**config.mk**
```make
export PLATFORM = sky130hd
export DESIGN_NAME = ascon_perm_ctrl_flat
export DESIGN_NICKNAME = d
export VERILOG_FILES = /design/src/rtl/ascon_perm_ctrl_if.sv /design/src/rtl/ascon_perm_ctrl.sv /design/src/flat_wrapper.sv
export SDC_FILE = /design/constraint.sdc
export NUM_CORES = 1
export LEC_CHECK = 0
export CAP_MARGIN = 20
export CORE_MARGIN = 4
export CORE_UTILIZATION = 49
export CTS_BUF_LIST = sky130_fd_sc_hd__clkbuf_4 sky130_fd_sc_hd__clkbuf_8 sky130_fd_sc_hd__clkbuf_16
export DETAILED_ROUTE_END_ITERATION = 6
export PLACE_DENSITY = 0.8
export SLEW_MARGIN = 0
export SYNTH_ARGS = -nofsm -noshare
export SYNTH_HDL_FRONTEND = slang
export SYNTH_SLANG_ARGS = --single-unit
```
**constraint.sdc**
```tcl
create_clock -name clock_i -period 3.5 [get_ports clock_i]
set_input_delay 0.525 -clock clock_i [delete_from_list [all_inputs] [get_ports clock_i]]
set_output_delay 0.525 -clock clock_i [all_outputs]
set_load 0.01 [all_outputs]
```
**src/rtl/ascon_perm_ctrl_if.sv**
```systemverilog
// Request/control bundle between the mode FSM, the permutation sequencer and
// the round datapath. The master drives requests and the counter value; the slave is the sequencer.
interface ascon_perm_ctrl_if #(
   parameter int CPT_W = 4,
   parameter int NBP_W = 16
);
   logic             start_i;
   logic             mode_p12_i;
   logic             abort_i;
   logic [CPT_W-1:0] cpt_i;
   logic             ready_o;
   logic             busy_o;
   logic             en_cpt_o;
   logic             init_p12_o;
   logic             init_p8_o;
   logic             sel_state_o;
   logic             en_reg_o;
   logic             done_o;
   logic             error_o;
   logic [NBP_W-1:0] nb_perm_o;

   modport master (
      output start_i, mode_p12_i, abort_i, cpt_i,
      input  ready_o, busy_o, en_cpt_o, init_p12_o, init_p8_o,
             sel_state_o, en_reg_o, done_o, error_o, nb_perm_o
   );

   modport slave (
      input  start_i, mode_p12_i, abort_i, cpt_i,
      output ready_o, busy_o, en_cpt_o, init_p12_o, init_p8_o,
             sel_state_o, en_reg_o, done_o, error_o, nb_perm_o
   );
endinterface

```
**src/rtl/ascon_perm_ctrl.sv**
```systemverilog
// ASCON permutation sequencer: runs one p12 or p8 permutation per request by driving
// the round counter, the state-input mux and the state-register enable.
module ascon_perm_ctrl #(
   parameter int CPT_W      = 4,
   parameter int LAST_ROUND = 11,
   parameter int NBP_W      = 16
) (
   input  logic             clock_i,
   input  logic             resetb_i,
   ascon_perm_ctrl_if.slave bus
);

   typedef enum logic [1:0] {
      ST_IDLE  = 2'd0,
      ST_FIRST = 2'd1,
      ST_RUN   = 2'd2,
      ST_DONE  = 2'd3
   } state_t;

   localparam logic [CPT_W-1:0] LAST_CPT = CPT_W'(LAST_ROUND);
   localparam logic [NBP_W-1:0] NB_MAX   = {NBP_W{1'b1}};
   localparam logic [NBP_W-1:0] NB_ONE   = NBP_W'(1);

   state_t           state_r;
   state_t           state_next_s;
   logic             err_r;
   logic             err_set_s;
   logic             perm_inc_s;
   logic [NBP_W-1:0] nb_perm_r;

   logic             ready_s;
   logic             busy_s;
   logic             en_cpt_s;
   logic             init_p12_s;
   logic             init_p8_s;
   logic             sel_state_s;
   logic             en_reg_s;
   logic             done_s;

   // State register
   always_ff @(posedge clock_i or negedge resetb_i) begin
      if (!resetb_i) begin
         state_r <= ST_IDLE;
      end else begin
         state_r <= state_next_s;
      end
   end

   // Next-state and control decode; the accept cycle is decoded combinationally so the
   // counter load happens on the same edge that leaves IDLE.
   always_comb begin
      state_next_s = state_r;
      ready_s      = 1'b0;
      busy_s       = 1'b0;
      en_cpt_s     = 1'b0;
      init_p12_s   = 1'b0;
      init_p8_s    = 1'b0;
      sel_state_s  = 1'b0;
      en_reg_s     = 1'b0;
      done_s       = 1'b0;
      err_set_s    = 1'b0;
      perm_inc_s   = 1'b0;
      case (state_r)
         ST_IDLE: begin
            ready_s = 1'b1;
            if (bus.abort_i) begin
               state_next_s = ST_IDLE;
            end else if (bus.start_i) begin
               en_cpt_s     = 1'b1;
               init_p12_s   = bus.mode_p12_i;
               init_p8_s    = ~bus.mode_p12_i;
               state_next_s = ST_FIRST;
            end else begin
               state_next_s = ST_IDLE;
            end
         end
         ST_FIRST: begin
            busy_s = 1'b1;
            if (bus.abort_i) begin
               state_next_s = ST_IDLE;
            end else begin
               sel_state_s  = 1'b0;
               en_reg_s     = 1'b1;
               en_cpt_s     = 1'b1;
               state_next_s = ST_RUN;
            end
         end
         ST_RUN: begin
            busy_s = 1'b1;
            if (bus.abort_i) begin
               state_next_s = ST_IDLE;
            end else if (bus.cpt_i > LAST_CPT) begin
               // Corrupted round index: drop the permutation rather than emit garbage
               err_set_s    = 1'b1;
               state_next_s = ST_IDLE;
            end else if (bus.cpt_i == LAST_CPT) begin
               sel_state_s  = 1'b1;
               en_reg_s     = 1'b1;
               state_next_s = ST_DONE;
            end else begin
               sel_state_s  = 1'b1;
               en_reg_s     = 1'b1;
               en_cpt_s     = 1'b1;
               state_next_s = ST_RUN;
            end
         end
         ST_DONE: begin
            if (bus.abort_i) begin
               state_next_s = ST_IDLE;
            end else begin
               done_s       = 1'b1;
               perm_inc_s   = 1'b1;
               state_next_s = ST_IDLE;
            end
         end
         default: begin
            state_next_s = ST_IDLE;
         end
      endcase
   end

   // Sticky range error, cleared only by reset
   always_ff @(posedge clock_i or negedge resetb_i) begin
      if (!resetb_i) begin
         err_r <= 1'b0;
      end else if (err_set_s) begin
         err_r <= 1'b1;
      end else begin
         err_r <= err_r;
      end
   end

   // Saturating count of completed permutations
   always_ff @(posedge clock_i or negedge resetb_i) begin
      if (!resetb_i) begin
         nb_perm_r <= {NBP_W{1'b0}};
      end else if (perm_inc_s && (nb_perm_r != NB_MAX)) begin
         nb_perm_r <= nb_perm_r + NB_ONE;
      end else begin
         nb_perm_r <= nb_perm_r;
      end
   end

   assign bus.ready_o     = ready_s;
   assign bus.busy_o      = busy_s;
   assign bus.en_cpt_o    = en_cpt_s;
   assign bus.init_p12_o  = init_p12_s;
   assign bus.init_p8_o   = init_p8_s;
   assign bus.sel_state_o = sel_state_s;
   assign bus.en_reg_o    = en_reg_s;
   assign bus.done_o      = done_s;
   assign bus.error_o     = err_r;
   assign bus.nb_perm_o   = nb_perm_r;

endmodule

```
**src/flat_wrapper.sv**
```systemverilog
// flat-port wrapper written by rule: the top's interface ports become plain ports
module ascon_perm_ctrl_flat 
#(
   parameter int CPT_W      = 4,
   parameter int LAST_ROUND = 11,
   parameter int NBP_W      = 16
)
  (clock_i, resetb_i, bus_start_i, bus_mode_p12_i, bus_abort_i, bus_cpt_i, bus_ready_o, bus_busy_o, bus_en_cpt_o, bus_init_p12_o, bus_init_p8_o, bus_sel_state_o, bus_en_reg_o, bus_done_o, bus_error_o, bus_nb_perm_o);
  ascon_perm_ctrl_if #(.CPT_W(CPT_W), .NBP_W(NBP_W)) bus_i ();
  input  logic clock_i;
  input  logic resetb_i;
  input wire logic [$bits(bus_i.start_i)-1:0] bus_start_i;
  input wire logic [$bits(bus_i.mode_p12_i)-1:0] bus_mode_p12_i;
  input wire logic [$bits(bus_i.abort_i)-1:0] bus_abort_i;
  input wire logic [$bits(bus_i.cpt_i)-1:0] bus_cpt_i;
  output wire logic [$bits(bus_i.ready_o)-1:0] bus_ready_o;
  output wire logic [$bits(bus_i.busy_o)-1:0] bus_busy_o;
  output wire logic [$bits(bus_i.en_cpt_o)-1:0] bus_en_cpt_o;
  output wire logic [$bits(bus_i.init_p12_o)-1:0] bus_init_p12_o;
  output wire logic [$bits(bus_i.init_p8_o)-1:0] bus_init_p8_o;
  output wire logic [$bits(bus_i.sel_state_o)-1:0] bus_sel_state_o;
  output wire logic [$bits(bus_i.en_reg_o)-1:0] bus_en_reg_o;
  output wire logic [$bits(bus_i.done_o)-1:0] bus_done_o;
  output wire logic [$bits(bus_i.error_o)-1:0] bus_error_o;
  output wire logic [$bits(bus_i.nb_perm_o)-1:0] bus_nb_perm_o;
  assign bus_i.start_i = bus_start_i;
  assign bus_i.mode_p12_i = bus_mode_p12_i;
  assign bus_i.abort_i = bus_abort_i;
  assign bus_i.cpt_i = bus_cpt_i;
  assign bus_ready_o = bus_i.ready_o;
  assign bus_busy_o = bus_i.busy_o;
  assign bus_en_cpt_o = bus_i.en_cpt_o;
  assign bus_init_p12_o = bus_i.init_p12_o;
  assign bus_init_p8_o = bus_i.init_p8_o;
  assign bus_sel_state_o = bus_i.sel_state_o;
  assign bus_en_reg_o = bus_i.en_reg_o;
  assign bus_done_o = bus_i.done_o;
  assign bus_error_o = bus_i.error_o;
  assign bus_nb_perm_o = bus_i.nb_perm_o;
  ascon_perm_ctrl #(.CPT_W(CPT_W), .LAST_ROUND(LAST_ROUND), .NBP_W(NBP_W)) u_core (.clock_i(clock_i), .resetb_i(resetb_i), .bus(bus_i));
endmodule
```
### Word-level counts from Yosys, hierarchy flattened

Cells that the tools add are included.

| word-level totals | value |
|---|---|
| output and inout port bits | 25 |
| bits in registers | 19 |
| word-level logic and storage cells | 44 |
| input port bits | 9 |

| cells by class | value |
|---|---|
| equality and inequality tests | 5 |
| order comparisons | 1 |
| mux-type cells | 30 |
| reduce and logical (&&, ||, !) cells | 3 |
| bitwise gates (word level) | 1 |
| add/subtract/negate cells | 1 |

Operators with widths:

| cell | number |
|---|---|
| $mux W1 | 23 |
| $add A16 B1 Y16 const B | 1 |
| $ne A16 B16 Y1 const B | 1 |
| $mux W2 | 4 |
| $pmux W2 S4 | 1 |
| $eq A2 B2 Y1 const B | 2 |
| $eq A4 B4 Y1 const B | 1 |
| $gt A4 B4 Y1 const B | 1 |
| $pmux W1 S3 | 1 |
| $eq A2 B1 Y1 const B | 1 |
| $logic_not A2 Y1 | 1 |
| $pmux W1 S2 | 1 |
| $reduce_or A2 Y1 | 1 |
| $logic_and A1 B1 Y1 | 1 |
| $not A1 Y1 | 1 |

### Logic depth before layout (Yosys ltp)

| depth | value |
|---|---|
| depth in word-level cells | 5 |
| gate-level depth with buffers | 6 |

### Worst setup path before layout

Ideal clock, no wire load.

| timing | value |
|---|---|
| path kind | register to register |
| from | register u_core.nb_perm_r[0] (netlist: u_core.bus.nb_perm_o[0]) |
| to | register u_core.nb_perm_r[12] (netlist: u_core.bus.nb_perm_o[12]) |
| period minus slack after synthesis | 1.782 ns |
| library setup time | 0.128 ns |
| buffers on the path | 0 |
| arrival | 1.654 ns |
| data required time | 3.372 ns |
| slack | 1.718 ns |
| cell stages (with the launch flop) | 5 |
| path through | dfrtp_1 > ha_1 > and4b_1 > or4b_1 > mux2_1 |

| between the ends | value |
|---|---|
| word-level cells in the longest chain between the ends | 2 |
| elaborated cells on any way between the ends | 3 |
| classes of those cells | add/sub: 1; eq/ne: 1; reduce/logical: 1 |

RTL lines:

| element | RTL line | source |
|---|---|---|
| start: declaration | ascon_perm_ctrl.sv:29 | `logic [NBP_W-1:0] nb_perm_r;` |
| start signal: assignment | ascon_perm_ctrl.sv:136 | `nb_perm_r <= {NBP_W{1'b0}};` |
| start signal: assignment | ascon_perm_ctrl.sv:138 | `nb_perm_r <= nb_perm_r + NB_ONE;` |
| start signal: assignment | ascon_perm_ctrl.sv:140 | `nb_perm_r <= nb_perm_r;` |
| parallel branches: the longest is 2 deep, another holds $add A16 B1 Y16 | n/a |  |

Parallel ways; which one is timed is not known.
A chain may end at the register's enable or synchronous reset.

### Worst setup path in the final report

| timing | value |
|---|---|
| from | input port bus_abort_i |
| to | output port bus_en_reg_o |

| between the ends | value |
|---|---|
| word-level cells in the longest chain between the ends | 2 |
| elaborated cells on any way between the ends | 3 |
| classes of those cells | mux: 3 |

RTL lines:

| element | RTL line | source |
|---|---|---|
| start: declaration | flat_wrapper.sv:14 | `input wire logic [$bits(bus_i.abort_i)-1:0] bus_abort_i;` |
| $mux W1, on equally long branches | ascon_perm_ctrl.sv:90, ascon_perm_ctrl.sv:79 |  |
| $pmux W1 S2 (*) | ascon_perm_ctrl.sv:63 | `case (state_r)` |
| end: declaration | flat_wrapper.sv:22 | `output wire logic [$bits(bus_i.en_reg_o)-1:0] bus_en_reg_o;` |

Every way passes the cells marked *; elsewhere a longest branch is shown, timed or not.

==> results.sh <==
export IMPL_status="finished, final reports clean"
export IMPL_finalSetupViolCount=0
export IMPL_io_buffers=33
export IMPL_cpLargestDelayFamily="buffers and inverters"
export IMPL_max_slew_worst_pin_slew_ps=841
export IMPL_die_area_sq_um=3020
export IMPL_path_cells="clkdlybuf4s50_1 > inv_1 > and3_1 > a21oi_1 > nor2b_1 > clkdlybuf4s50_1"
export IMPL_crit_path_end_kind="primary output"
export IMPL_avgSynthCellArea_sq_um=10.4
export IMPL_cts_repair_resized=0
export IMPL_drc=0
export IMPL_grt_max_degree=20
export IMPL_path_buf_inv=3
export IMPL_tns_ps=0
export IMPL_synth_area_top_cells="dfrtp_1 (44%), xor2_1 (8.9%), ha_1 (8.1%), a21oi_1 (3.7%), nand3_1 (2.8%)"
export IMPL_finalCriticalPeriod_ps=2670
export IMPL_fin_ws_ps=834
export IMPL_seqPwrFrac=0.583
export IMPL_drive_gt1_frac=0.0922
export IMPL_overflow=0
export IMPL_clock_latency_ps=300
export IMPL_slew_headroom=0.438
export IMPL_cts_root_buf="clkbuf_4"
export IMPL_final_hold_viol_count=0
export IMPL_power_total_w=0.000388
export IMPL_drv_cap=0
export IMPL_cts_buffers=3
export IMPL_fmax_ghz=0.375
export IMPL_ioPinCount=34
export IMPL_cpPeakStageDelay_ps=600
export IMPL_core_area_sq_um=2020
export IMPL_dieHeight_um=55.0
export IMPL_synth_net_count=120
export IMPL_yosys_warnings=0
export IMPL_ir_drop_v=0.000211
export IMPL_seq_area_frac_synth=0.439
export IMPL_antenna_found_initial=0
export IMPL_min_from="u_core.bus.nb_perm_o[15]"
export IMPL_yosysMostFrequentCell="dfrtp_1"
export IMPL_ys_types=30
export IMPL_internal_power_w=0.000291
export IMPL_switching_share=0.250
export IMPL_power_density_nw_per_um2=263
export IMPL_place_hpwl_mm=1.87
export IMPL_postSynthCellCount=104
export IMPL_synth_top_area_frac=0.439
export IMPL_cp_max_fo=7
export IMPL_via_per_inst=5.46
export IMPL_ys_flop_type="dfrtp_1"
export IMPL_first_global_vias=900
export IMPL_place_congestion=0.756
export IMPL_slowest_stage="clkdlybuf4s50_1"
export IMPL_power_switching_w=0.0000970
export IMPL_synth_seq_cells=19
export IMPL_routed_wl_mm=2.39
export IMPL_dieWidth_um=55.0
export IMPL_yosys_area_top_type="dfrtp_1"
export IMPL_clock_skew_ps=5.96
export IMPL_grt_first_pass_wirelength_mm=3.93
export IMPL_path_common_cell="clkdlybuf4s50_1"
export IMPL_crit_arrival_ps=2140
export IMPL_r2r_start="u_core.bus.nb_perm_o[0]"
export IMPL_place_ws_ps=825
export IMPL_synth_edf_count=0
export IMPL_p_comb_frac=0.120
export IMPL_grt_use_total=0.180
export IMPL_htreeDepth=1
export IMPL_area_delta_synth_final_pct=36.2
export IMPL_cts_hold_buf=0
export IMPL_fillers=149
export IMPL_worstPathRequired_ps=2970
export IMPL_finalCritPeriodShare=0.762
export IMPL_start_kind="input pin"
export IMPL_cts_setup_buffers=0
export IMPL_synthTopCellsByCount="dfrtp_1 (19), xor2_1 (11), a21oi_1 (8), nor2_1 (8)"
export IMPL_start_util=0.535
export IMPL_crit_type="in2out"
export IMPL_drt_first_pass_iters=4
export IMPL_rsz0062_at_grt="no"
export IMPL_p_leak_nw=0.689
export IMPL_clockBufferDepth=2
export IMPL_cts_tree="built"
export IMPL_slew_viol_final=0
export IMPL_path_clk_slew_ps=110
export IMPL_clockPowerShare=0.296
export IMPL_post_drt_wl_per_cell_um=14.2
export IMPL_antenna_left=0
export IMPL_nets=158
export IMPL_drtIter0Drc=7
export IMPL_hold_path_class="reg2reg"
export IMPL_netlist_area_sq_um=1080
export IMPL_async_flop_share=1.00
export IMPL_cts_sinks=19
export IMPL_rows=16
export IMPL_vias=918
export IMPL_diodes=0
export IMPL_crit_path_start="bus_abort_i"
==> cell type report <==
type	instances	area, sq um	share of cell area
inverters	5	18.8	0.0127
clock inverters	1	5.00	0.00340
well taps	27	33.8	0.0229
clock buffers	3	22.5	0.0153
flip-flops and latches	19	475	0.323
repair buffers	33	330	0.224
multi-input cells	80	588	0.399
==> power by group through the flow <==
stage | registers, W | clock network [W] | logic, W
6_report | 0.000226 | 0.000115 | 0.0000467
4_1_cts | 0.000226 | 0.000116 | 0.0000471
3_5_place_dp | 0.000231 | 0 | 0.0000466
3_3_place_gp | 0.000231 | 0 | 0.0000456
2_1_floorplan | 0.000232 | 0 | 0.0000148
5_1_grt | 0.000227 | 0.000129 | 0.0000512
==> path summary, 6_finish.rpt <==
| kind | endpoint | slack (ps) | cells past startpoint |
|---|---|---|---|
| max in group asynchronous | u_core.bus.nb_perm_o[1] | 2290 | 1 |
| min in group asynchronous | u_core.bus.nb_perm_o[9] | 690 | 1 |
| min | u_core.bus.nb_perm_o[15] | 500 | 1 |
| min reg2reg | u_core.bus.nb_perm_o[15] | 500 | 1 |
| max reg2reg | u_core.bus.nb_perm_o[12] | 1610 | 4 |
| max | bus_en_reg_o | 830 | 6 |
==> kinds of logic (layout without fill, tap and decap cells) <==
| logic type | Yosys count | after routing | synth area share |
|---|---|---|---|
| flops | 19 | 19 | 0.439 |
| buf+inv | 5 | 42 | 0.0173 |
| fa+ha+maj | 7 | 7 | 0.0809 |
| mux | 3 | 3 | 0.0312 |
| compound gates | 15 | 15 | 0.0809 |
| simple gates | 44 | 44 | 0.261 |
| xor+xnor | 11 | 11 | 0.0890 |
==> registers in the layout (all words and copies together) (netlist names) <==
name                  count
u_core.bus.error_o        1
u_core.bus.nb_perm_o     16
u_core.state_r            2
==> layout by cell type (no fill, tap or decap), types with 2 or more instances in the layout <==
cell / n
dfrtp_1: 19
nand2_1: 7
xor2_1: 11
ha_1: 7
clkdlybuf4s50_1: 33
and3_1: 2
a21oi_1: 8
nor3b_1: 2
nor2_1: 8
mux2_1: 2
nand4_1: 3
nor3_1: 2
nor4_2: 2
clkbuf_4: 3
inv_1: 5
o21ai_0: 3
nand3_1: 6
a211oi_1: 3
==> through the flow <==
step                hold slack [ps]  std cells  utilization  cell area, sq um
CTS                             498        168        0.729              1470
detailed placement              470        164        0.715              1450
global placement                477        164        0.715              1450
finish                          498        168        0.729              1470
floorplan                       229        104            -              1080
global route                    524        168        0.729              1470
==> per-layer routing <==
metal | global-route usage | part of all wire
met3 | 0.0322 | 0.041
met5 | 0 | 0
met4 | 0.0729 | 0.014
met1 | 0.229 | 0.44
met2 | 0.301 | 0.50
Note: power is estimated with default switching activity, not from simulation.
